[src/rtl/matrix_to_sevenseg.sv]
// Receiver for the strobed 4x8 LED-matrix seven-segment bus: captures one row
// word per column over a 0..3 scan and rebuilds the active-low segment byte.
module matrix_to_sevenseg #(
    parameter int SETTLE    = 4,
    parameter int TIMEOUT_W = 16
) (
    input  logic       clk,
    input  logic       rst_n,
    input  logic [3:0] io_col,
    input  logic [7:0] io_out,
    output logic [7:0] sevenseg_out,
    output logic       frame_valid,
    output logic       frame_err,
    output logic       seq_err
);

    typedef enum logic [1:0] {HUNT = 2'd0, CAP1 = 2'd1, CAP2 = 2'd2, CAP3 = 2'd3} state_t;

    localparam logic [3:0] SETTLE_C  = 4'(SETTLE);
    localparam logic [3:0] SETTLE_M1 = 4'(SETTLE - 1);
    // Mapped pixels: outer columns use rows 1,2,4,5; inner columns rows 0,3,6.
    localparam logic [7:0] MASK_OUTER = 8'h36;
    localparam logic [7:0] MASK_INNER = 8'h49;

    logic [3:0]           col_s1, col_s2;
    logic [7:0]           row_s1, row_s2;
    logic [11:0]          cur_word, prev_word, last_word;
    logic [3:0]           stab_cnt;
    logic                 word_stable, settle_hit;
    logic [3:0]           col;
    logic [7:0]           row;
    logic                 col_onehot;
    logic [1:0]           col_idx;
    logic [TIMEOUT_W-1:0] dwell_cnt;
    logic                 timeout;

    state_t               state, state_next;
    logic [2:0]           cap_we;
    logic                 publish, abort;
    logic [7:0]           cap [3];

    logic [7:0]           frame [4];
    logic [6:0]           pix_x, pix_y, seg_on, seg_half;
    logic                 stray;
    logic [7:0]           decoded;
    logic                 decode_err;

    // Synchronizers idle at the inactive (all-ones) bus level.
    always_ff @(posedge clk or negedge rst_n) begin
        if (!rst_n) begin
            col_s1 <= '1;
            col_s2 <= '1;
            row_s1 <= '1;
            row_s2 <= '1;
        end else begin
            // NOTE: non-blocking assignments make col_s2 take the old col_s1, forming a real two-stage chain.
            col_s1 <= io_col;
            col_s2 <= col_s1;
            row_s1 <= io_out;
            row_s2 <= row_s1;
        end
    end

    assign cur_word    = {~col_s2, ~row_s2};
    assign col         = cur_word[11:8];
    assign row         = cur_word[7:0];
    assign word_stable = (cur_word == prev_word);

    // last_word suppresses a second acceptance when the bus settles back after a glitch.
    assign settle_hit  = word_stable && (stab_cnt == SETTLE_M1) && (cur_word != last_word);

    assign col_onehot  = (col != 4'd0) && ((col & (col - 4'd1)) == 4'd0);

    always_comb begin
        col_idx = 2'd0;
        unique case (col)
            4'b0010: col_idx = 2'd1;
            4'b0100: col_idx = 2'd2;
            4'b1000: col_idx = 2'd3;
            default: col_idx = 2'd0;
        endcase
    end

    always_ff @(posedge clk or negedge rst_n) begin
        if (!rst_n) begin
            prev_word <= '0;
            last_word <= '0;
            stab_cnt  <= '0;
        end else begin
            prev_word <= cur_word;
            if (!word_stable)
                stab_cnt <= '0;
            else if (stab_cnt != SETTLE_C)
                stab_cnt <= stab_cnt + 4'd1;
            if (settle_hit)
                last_word <= cur_word;
        end
    end

    always_ff @(posedge clk or negedge rst_n) begin
        if (!rst_n)
            dwell_cnt <= '0;
        else if (settle_hit)
            dwell_cnt <= '0;
        else
            dwell_cnt <= dwell_cnt + 1'b1;
    end

    assign timeout = (&dwell_cnt) && (state != HUNT) && !settle_hit;

    always_ff @(posedge clk or negedge rst_n) begin
        if (!rst_n)
            state <= HUNT;
        else
            state <= state_next;
    end

    always_comb begin
        // NOTE: every comb output gets a default first so no path leaves it unassigned (no latch).
        state_next = state;
        cap_we     = 3'b000;
        publish    = 1'b0;
        abort      = 1'b0;
        if (settle_hit) begin
            if (!col_onehot) begin
                abort      = 1'b1;
                state_next = HUNT;
            end else begin
                unique case (state)
                    HUNT: begin
                        if (col_idx == 2'd0) begin
                            cap_we[0]  = 1'b1;
                            state_next = CAP1;
                        end
                    end
                    CAP1: begin
                        if (col_idx == 2'd1) begin
                            cap_we[1]  = 1'b1;
                            state_next = CAP2;
                        end else begin
                            abort = 1'b1;
                        end
                    end
                    CAP2: begin
                        if (col_idx == 2'd2) begin
                            cap_we[2]  = 1'b1;
                            state_next = CAP3;
                        end else begin
                            abort = 1'b1;
                        end
                    end
                    CAP3: begin
                        if (col_idx == 2'd3) begin
                            publish    = 1'b1;
                            state_next = HUNT;
                        end else begin
                            abort = 1'b1;
                        end
                    end
                    default: state_next = HUNT;
                endcase
                // An out-of-order col0 restarts the frame rather than dropping it.
                if (abort) begin
                    if (col_idx == 2'd0) begin
                        cap_we[0]  = 1'b1;
                        state_next = CAP1;
                    end else begin
                        state_next = HUNT;
                    end
                end
            end
        end else if (timeout) begin
            abort      = 1'b1;
            state_next = HUNT;
        end
    end

    always_ff @(posedge clk or negedge rst_n) begin
        if (!rst_n) begin
            // NOTE: the capture words are cleared on reset; they are only 24 flops, not a RAM.
            for (int i = 0; i < 3; i++) cap[i] <= '0;
        end else begin
            for (int i = 0; i < 3; i++)
                if (cap_we[i]) cap[i] <= row;
        end
    end

    // Column 3 is decoded straight from the bus word on the cycle it is accepted.
    always_comb begin
        frame[0] = cap[0];
        frame[1] = cap[1];
        frame[2] = cap[2];
        frame[3] = row;
    end

    // Segment bit order g..a; each segment is the AND of two pixels.
    always_comb begin
        pix_x = {frame[1][3], frame[0][1], frame[0][4], frame[1][6],
                 frame[3][4], frame[3][1], frame[1][0]};
        pix_y = {frame[2][3], frame[0][2], frame[0][5], frame[2][6],
                 frame[3][5], frame[3][2], frame[2][0]};
        seg_on   = pix_x & pix_y;
        seg_half = pix_x ^ pix_y;
        stray    = (|(frame[0] & ~MASK_OUTER)) | (|(frame[1] & ~MASK_INNER)) |
                   (|(frame[2] & ~MASK_INNER)) | (|(frame[3] & ~MASK_OUTER));
        decoded    = {1'b1, ~seg_on};
        decode_err = (|seg_half) | stray;
    end

    always_ff @(posedge clk or negedge rst_n) begin
        if (!rst_n) begin
            sevenseg_out <= 8'hFF;
            frame_err    <= 1'b0;
            frame_valid  <= 1'b0;
            seq_err      <= 1'b0;
        end else begin
            frame_valid <= publish;
            seq_err     <= abort;
            if (publish) begin
                sevenseg_out <= decoded;
                frame_err    <= decode_err;
            end
        end
    end

endmodule

[config.mk]
export PLATFORM = sky130hd
export DESIGN_NAME = matrix_to_sevenseg
export DESIGN_NICKNAME = d
export VERILOG_FILES = /design/src/rtl/matrix_to_sevenseg.sv
export SDC_FILE = /design/constraint.sdc
export NUM_CORES = 1
export LEC_CHECK = 0
export CAP_MARGIN = 15
export CORE_MARGIN = 3
export CORE_UTILIZATION = 55
export DETAILED_ROUTE_END_ITERATION = 7
export PLACE_DENSITY = 0.83
export SLEW_MARGIN = 20
export SYNTH_ARGS = -nofsm -noshare
export SYNTH_HDL_FRONTEND = slang
export SYNTH_SLANG_ARGS = --single-unit
[constraint.sdc]
create_clock -name clk -period 6.55 [get_ports clk]
set_input_delay 1.31 -clock clk [delete_from_list [all_inputs] [get_ports clk]]
set_output_delay 1.31 -clock clk [all_outputs]
set_load 0.05 [all_outputs]
==> results of run 1 <==
-- power by group through the flow --
stage               combinational, µW  sequential (µW)  clock (µW)
finish                           41.6              670         392
global route                     46.7              671         432
CTS                              42.9              670         399
detailed placement               42.8              681           0
global placement                 41.9              680           0
floorplan                        20.8              676           0
-- metal layers --
layer / share of wire / GRT usage
met5: 0 / 0
met4: 0.013 / 0.0545
met3: 0.038 / 0.0485
met2: 0.50 / 0.316
met1: 0.45 / 0.235
-- cell usage in the layout (no fill, tap or decap), types with 4 or more instances in the layout --
master           count
or3_1                8
xor2_1              30
clkbuf_8             9
dfstp_2             31
nand4_1              9
mux2_4              12
xnor2_1              6
o21ai_0             20
ha_1                15
clkdlybuf4s50_1     22
nor4_1               6
and3_1               4
mux2_2              13
nand3_1             11
mux2i_1              8
nand2_1             20
inv_1               28
nor3_1               4
dfrtp_1             73
a21oi_1              8
nor2_1              22
-- kinds of logic after synthesis --
| family | Yosys count | share of synthesized area |
|---|---|---|
| muxes | 33 | 0.0913 |
| DFF | 104 | 0.593 |
| and+or+nand+nor | 98 | 0.115 |
| AOI/OAI and AO/OA | 35 | 0.0441 |
| adders and majority gates | 15 | 0.0421 |
| xor gates and xnor gates | 36 | 0.0708 |
| other | 1 | 0.000842 |
| buffers and inverters | 43 | 0.0435 |
-- stage by stage --
step	util	hold WS, ps	setup slack (ps)	power, µW	cell area [µm²]
2_1_floorplan	-	345	3680	697	4460
3_3_place_gp	0.607	346	3550	722	4740
3_5_place_dp	0.607	347	3440	724	4740
4_1_cts	0.631	355	3410	1110	4930
5_1_grt	0.631	352	3270	1150	4930
6_report	0.631	356	3420	1100	4930
-- state kept, by name (all words and copies together) (netlist names), 2 cells and up --
register,flops
col_s2,4
col_s1,4
dwell_cnt,16
row_s2,8
stab_cnt,4
cap,24
row_s1,8
sevenseg_out,7
prev_word,12
state,2
last_word,12
-- area by class of cell --
cell class	instances	area, µm²
Timing Repair Buffer	25	243
Sequential cell	104	2640
Multi-Input combinational cell	218	1620
Clock inverter	6	65.1
Inverter	28	105
Tap cell	102	128
Clock buffer	10	128
Fill cell	601	2880
-- worst max-delay path by stage --
stage	start	end	slack, ps	cells after the start
global placement	col_s2[2]	cap[21]	3550	6
global route	col_s2[0]	cap[20]	3270	6
finish	col_s2[0]	cap[20]	3420	6
CTS	col_s2[3]	cap[20]	3410	6
floorplan	col_s2[0]	cap[16]	3680	10
detailed placement	col_s2[3]	cap[20]	3440	6
==> summary.md, run 1 <==
| Metric | Value |
|---|---|
| Gr ovfl total | 0 |
| Aggregate negative setup slack | 0 ps |
| Area leader, netlist | dfrtp_1 |
| Hold endpoint | row_s2[6] |
| Synthesis Warnings | 0 |
| N_diodes | 0 |
| Num CTS Buffers | 9 |
| CP Data Arrival Time | 3370 ps |
| Port bufs | 23 |
| Seq/Total Area, Yosys | 0.593 |
| Post-synth EDFFs | 0 |
| Setup Crit Path Kind | reg2reg |
| Final Max Tran Viols | 0 |
| Share of cells above drive strength 1 | 0.207 |
| Post-Layout Cell Count | 493 |
| Initial DRC count | 101 |
| CTS Hold Buffers Added | 0 |
| Leakage power total | 0.00226 µW |
| Cells after Synth | 365 |
| Number of detailed-route iterations in the first pass | 4 |
| Total die area | 9220 µm² |
| Top cells by area, synth | dfrtp_1, dfstp_2, xor2_1, ha_1, mux2_4 |
| Clk_lat worst skew | 370 ps |
| FF-to-FF Start | col_s2[0] |
| Placed cells | 477 |
| Reg power frac | 0.607 |
| Switching pwr | 249 µW |
| Synth-to-Final Area Change | 10.6% |
| Worst-path clk slew | 100 ps |
| Crit path max fanout | 8 |
| CP Buf/Inv Count | 0 |
| Gp weighted congestion | 0.870 |
| Via Count | 2660 |
| Worst Tran Pin Value | 816 ps |
| Hold Crit Start | row_s1[6] |
| Final Cycle Share | 0.478 |
| Logic pwr share | 0.038 |
| CTS sink cnt | 104 |
| Delay-heaviest family, CP | simple AND/OR/NAND/NOR gates |
| # IOs | 25 |
| Syn Std Cell Area | 4460 µm² |
| Clock power frac | 0.355 |
| Post-synth top area share | 0.410 |
| Pwr Density | 224 nW/µm² |
| Count leader, synth | dfrtp_1 |
| R2R Setup Slk | 3420 ps |
| Total wire length | 7620 µm |
| Post-CTS Setup Inserts | 0 |
| Core area | 7810 µm² |
| CTS tree | yes |
| Row Count | 32 |
| Remaining DRCs | 0 |
| Width of the die | 96.0 µm |
| Largest net degree at the start of global routing | 69 |
| Fmax | 319 MHz |
| CTS resizes | 0 |
| Vias in the first global route | 2777 |
| Final hold vios | 0 |
| Worst setup EP type | register |
| Outcome | finished clean |
| Most used cell, CP | or3_1 |
| Worst setup SP type | register |
| Nets | 415 |
| Hold Path Class | reg2reg |
| Post-synth ARST share | 1.00 |
| Die height | 96.0 µm |
| Initial antenna violation count | 0 |
| Via density | 5.40 |
| WP data required | 6790 ps |
| Routed length per instance | 15.5 µm |
| Netlist cell types | 42 |
| Hold Crit Depth | 0 |
| GRT Total Usage | 0.186 |
| CP Cell Sequence | xor2_1 > nand4_1 > or3_1 > or4_1 > or3_1 > mux2_4 |
| Final setup viols | 0 |
| Worst vdd ir | 150 µV |
| Initial Util | 0.571 |
| Cell Int Power | 854 µW |
| CP max stage delay | 620 ps |
| CTS root buf | clkbuf_8 |
| First-pass GRT wire length | 13000 µm |
| Clock Skew | 22.8 ps |
| Max_slew headroom | 0.456 |
| Synth cell count leaders | dfrtp_1, dfstp_2, xor2_1 |
| Worst r2r path cells | 6 |
| Sw Share | 0.226 |
| #FFs+latches synth | 104 |
| Net Count, Synth | 394 |
| H-tree Lvls | 3 |
| Max_cap viols | 0 |
| Main synth FF type | dfrtp_1 |
| Period minus WS final | 3130 ps |
| Clk buf depth | 2 |
| Antenna-violating nets left | 0 |
| Worst r2r dst | cap[20] |
| Setup repair after global routing missed its margin | no |
| Worst path slowest cell | dfstp_2 |
| Post-Syn Area per Cell | 12.2 µm² |
| DP Wirelength | 5460 µm |
(Power assumes the default switching activity.)
==> run 2: changes to the inputs <==
clock period = 3.05 ns   (was 6.55 ns; I/O delays follow)
==> run 2 against run 1 <==
Die area unchanged. Combinational power increased by 130%. Utilization increased by 0.59 points. Worst setup slack got worse by 3300 ps. Via count about the same.
==> summary.md, run 2 (same netlist as run 1, synthesis figures left out) <==
| Metric | Value |
|---|---|
| CTS root buf | clkbuf_8 |
| Number of detailed-route iterations in the first pass | 4 (unchanged) |
| Worst setup SP type | register |
| Cell Area, Placed | 4790 µm² (+1.1%) |
| Gr ovfl total | 0 (unchanged) |
| CP Data Arrival Time | 3180 ps (-190 ps) |
| Final Cycle Share | 0.958 (+0.480) |
| Period minus WS final | 2920 ps (-210 ps) |
| Hold Path Class | in2async |
| Pwr Density | 472 nW/µm² (+110%) |
| Leakage power total | 0.00228 µW (+0.81%) |
| Reg power frac | 0.612 (+0.005) |
| Initial antenna violation count | 0 (unchanged) |
| WL met3 | 281 µm (-3.8%) |
| Setup repair after global routing missed its margin | no |
| Crit path max fanout | 8 (unchanged) |
| Core area | 7810 µm² (unchanged) |
| Setup slack after layout | 128 ps (-3290 ps) |
| CTS sink cnt | 104 (unchanged) |
| Port bufs | 23 (unchanged) |
| Post-CTS Setup Inserts | 0 (unchanged) |
| Row Count | 32 (unchanged) |
| Initial DRC count | 161 (+59%) |
| Antenna-violating nets left | 0 (unchanged) |
| Worst r2r dst | cap[19] |
| Max reg flops | 24 (unchanged) |
| Total wire length | 7650 µm (+0.45%) |
| Worst vdd ir | 342 µV (+130%) |
| Cell Int Power | 1780 µW (+110%) |
| Top Registers | cap (24), dwell_cnt (16) |
| CTS Hold Buffers Added | 0 (unchanged) |
| WHS | 230 ps (-126 ps) |
| Initial Util | 0.571 (unchanged) |
| Via Count | 2658 (-0.075%) |
| Final hold vios | 0 (unchanged) |
| Vias in the first global route | 2807 (+1.1%) |
| Setup Crit Path Kind | reg2reg |
| First-pass GRT wire length | 13300 µm (+2.0%) |
| Clk_lat worst skew | 380 ps (about the same) |
| Max_cap viols | 0 (unchanged) |
| Most common cell after layout, fill and taps aside | dfrtp_1 |
| Clock Skew | 20.7 ps (-2.01 ps) |
| Switching pwr | 566 µW (+130%) |
| Metal1 wirelength | 3540 µm (+2.7%) |
| Routed length per instance | 15.4 µm (-0.56%) |
| Worst setup EP type | register |
| Logic pwr share | 0.041 (+0.003) |
| CTS tree | yes |
| Finished Cell Area | 4980 µm² (+0.94%) |
| Worst-path clk slew | 100 ps (about the same) |
| WP data required | 3310 ps (-3480 ps) |
| Final Max Tran Viols | 0 (unchanged) |
| Width of the die | 96.0 µm (unchanged) |
| GRT Total Usage | 0.191 (+0.00461) |
| Worst Tran Pin Value | 579 ps (-238 ps) |
| # IOs | 25 (unchanged) |
| Total die area | 9220 µm² (unchanged) |
| Highest metal used | met4 |
| Fin util | 0.637 (+0.00593) |
| Aggregate negative setup slack | 0 ps (unchanged) |
| Max_slew headroom | 0.614 (+0.158) |
| Outcome | finished clean |
| N_diodes | 0 (unchanged) |
| H-tree Lvls | 3 (unchanged) |
| Gp weighted congestion | 0.871 (about the same) |
| FF-to-FF Start | row_s2[7] |
| Commonest non-fill, non-tap cells in the layout | dfrtp_1, dfstp_2, xor2_1 |
| CTS resizes | 0 (unchanged) |
| Worst r2r path cells | 6 (unchanged) |
| Final setup viols | 0 (unchanged) |
| Clock power frac | 0.347 (-0.008) |
| Nets | 420 (+1.2%) |
| Share of cells above drive strength 1 | 0.220 (+0.0125) |
| Fmax | 342 MHz (+7.2%) |
| Via density | 5.34 (-1.1%) |
| DP Wirelength | 5390 µm (-1.3%) |
| Largest Register | cap |
| Sw Share | 0.241 (+0.0150) |
| Die height | 96.0 µm (unchanged) |
| FILL cells | 601 (unchanged) |
| Place WS | 164 ps (-3270 ps) |
| Num CTS Buffers | 9 (unchanged) |
| R2R Setup Slk | 130 ps (-3290 ps) |
| Remaining DRCs | 0 (unchanged) |
| Synth-to-Final Area Change | 11.7% |
| Largest net degree at the start of global routing | 59 (-14%) |
| Met2 wire len | 3620 µm (-4.3%) |
| Clk buf depth | 2 (unchanged) |
-- run 2: routing by layer --
metal / GRT usage / up-vias
li1: - / 1276
met1: 0.256 / 1311
met2: 0.304 / 54
met3: 0.0321 / 17
met4: 0.0889 / 0
met5: 0 / -
-- run 2: worst max path at each step --
stage	start	to	slack, ps	cells past startpoint
2_1_floorplan	col_s2[0]	cap[16]	180	10
3_3_place_gp	row_s2[3]	cap[21]	200	6
3_5_place_dp	col_s2[0]	cap[8]	160	7
4_1_cts	row_s2[3]	cap[19]	160	6
5_1_grt	col_s2[2]	cap[9]	10	7
6_report	row_s2[7]	cap[19]	130	6
-- run 2: layout make-up --
type,instances,area [µm²],share of cell area
well taps,102,128,0.0256
repair buffers,30,293,0.0588
inverters,28,105,0.0211
flip-flops and latches,104,2640,0.531
multi-input cells,218,1620,0.326
clock inverters,6,51.3,0.0103
clock buffers,10,138,0.0277
-- run 2: worst max-delay path: stages, from the launching register on --
cell and delay, ps:
dfstp_2 580, xor2_1 210, nand4_1 130, or3_1 410, or4_1 520, or3_1 590, mux2_4 370
-- run 2: per-stage QoR --
step           std cells  total power (µW)
6_report             498              2350
5_1_grt              498              2440
4_1_cts              498              2370
3_5_place_dp         482              1560
3_3_place_gp         482              1560
2_1_floorplan        365              1500
-- run 2: power by group through the flow --
stage               clock, µW  sequential (µW)  combinational (µW)
finish                    815             1440                96.8
global route              894             1440                 109
CTS                       836             1440                99.2
floorplan                   0             1450                44.7
detailed placement          0             1460                98.9
global placement            0             1460                95.9
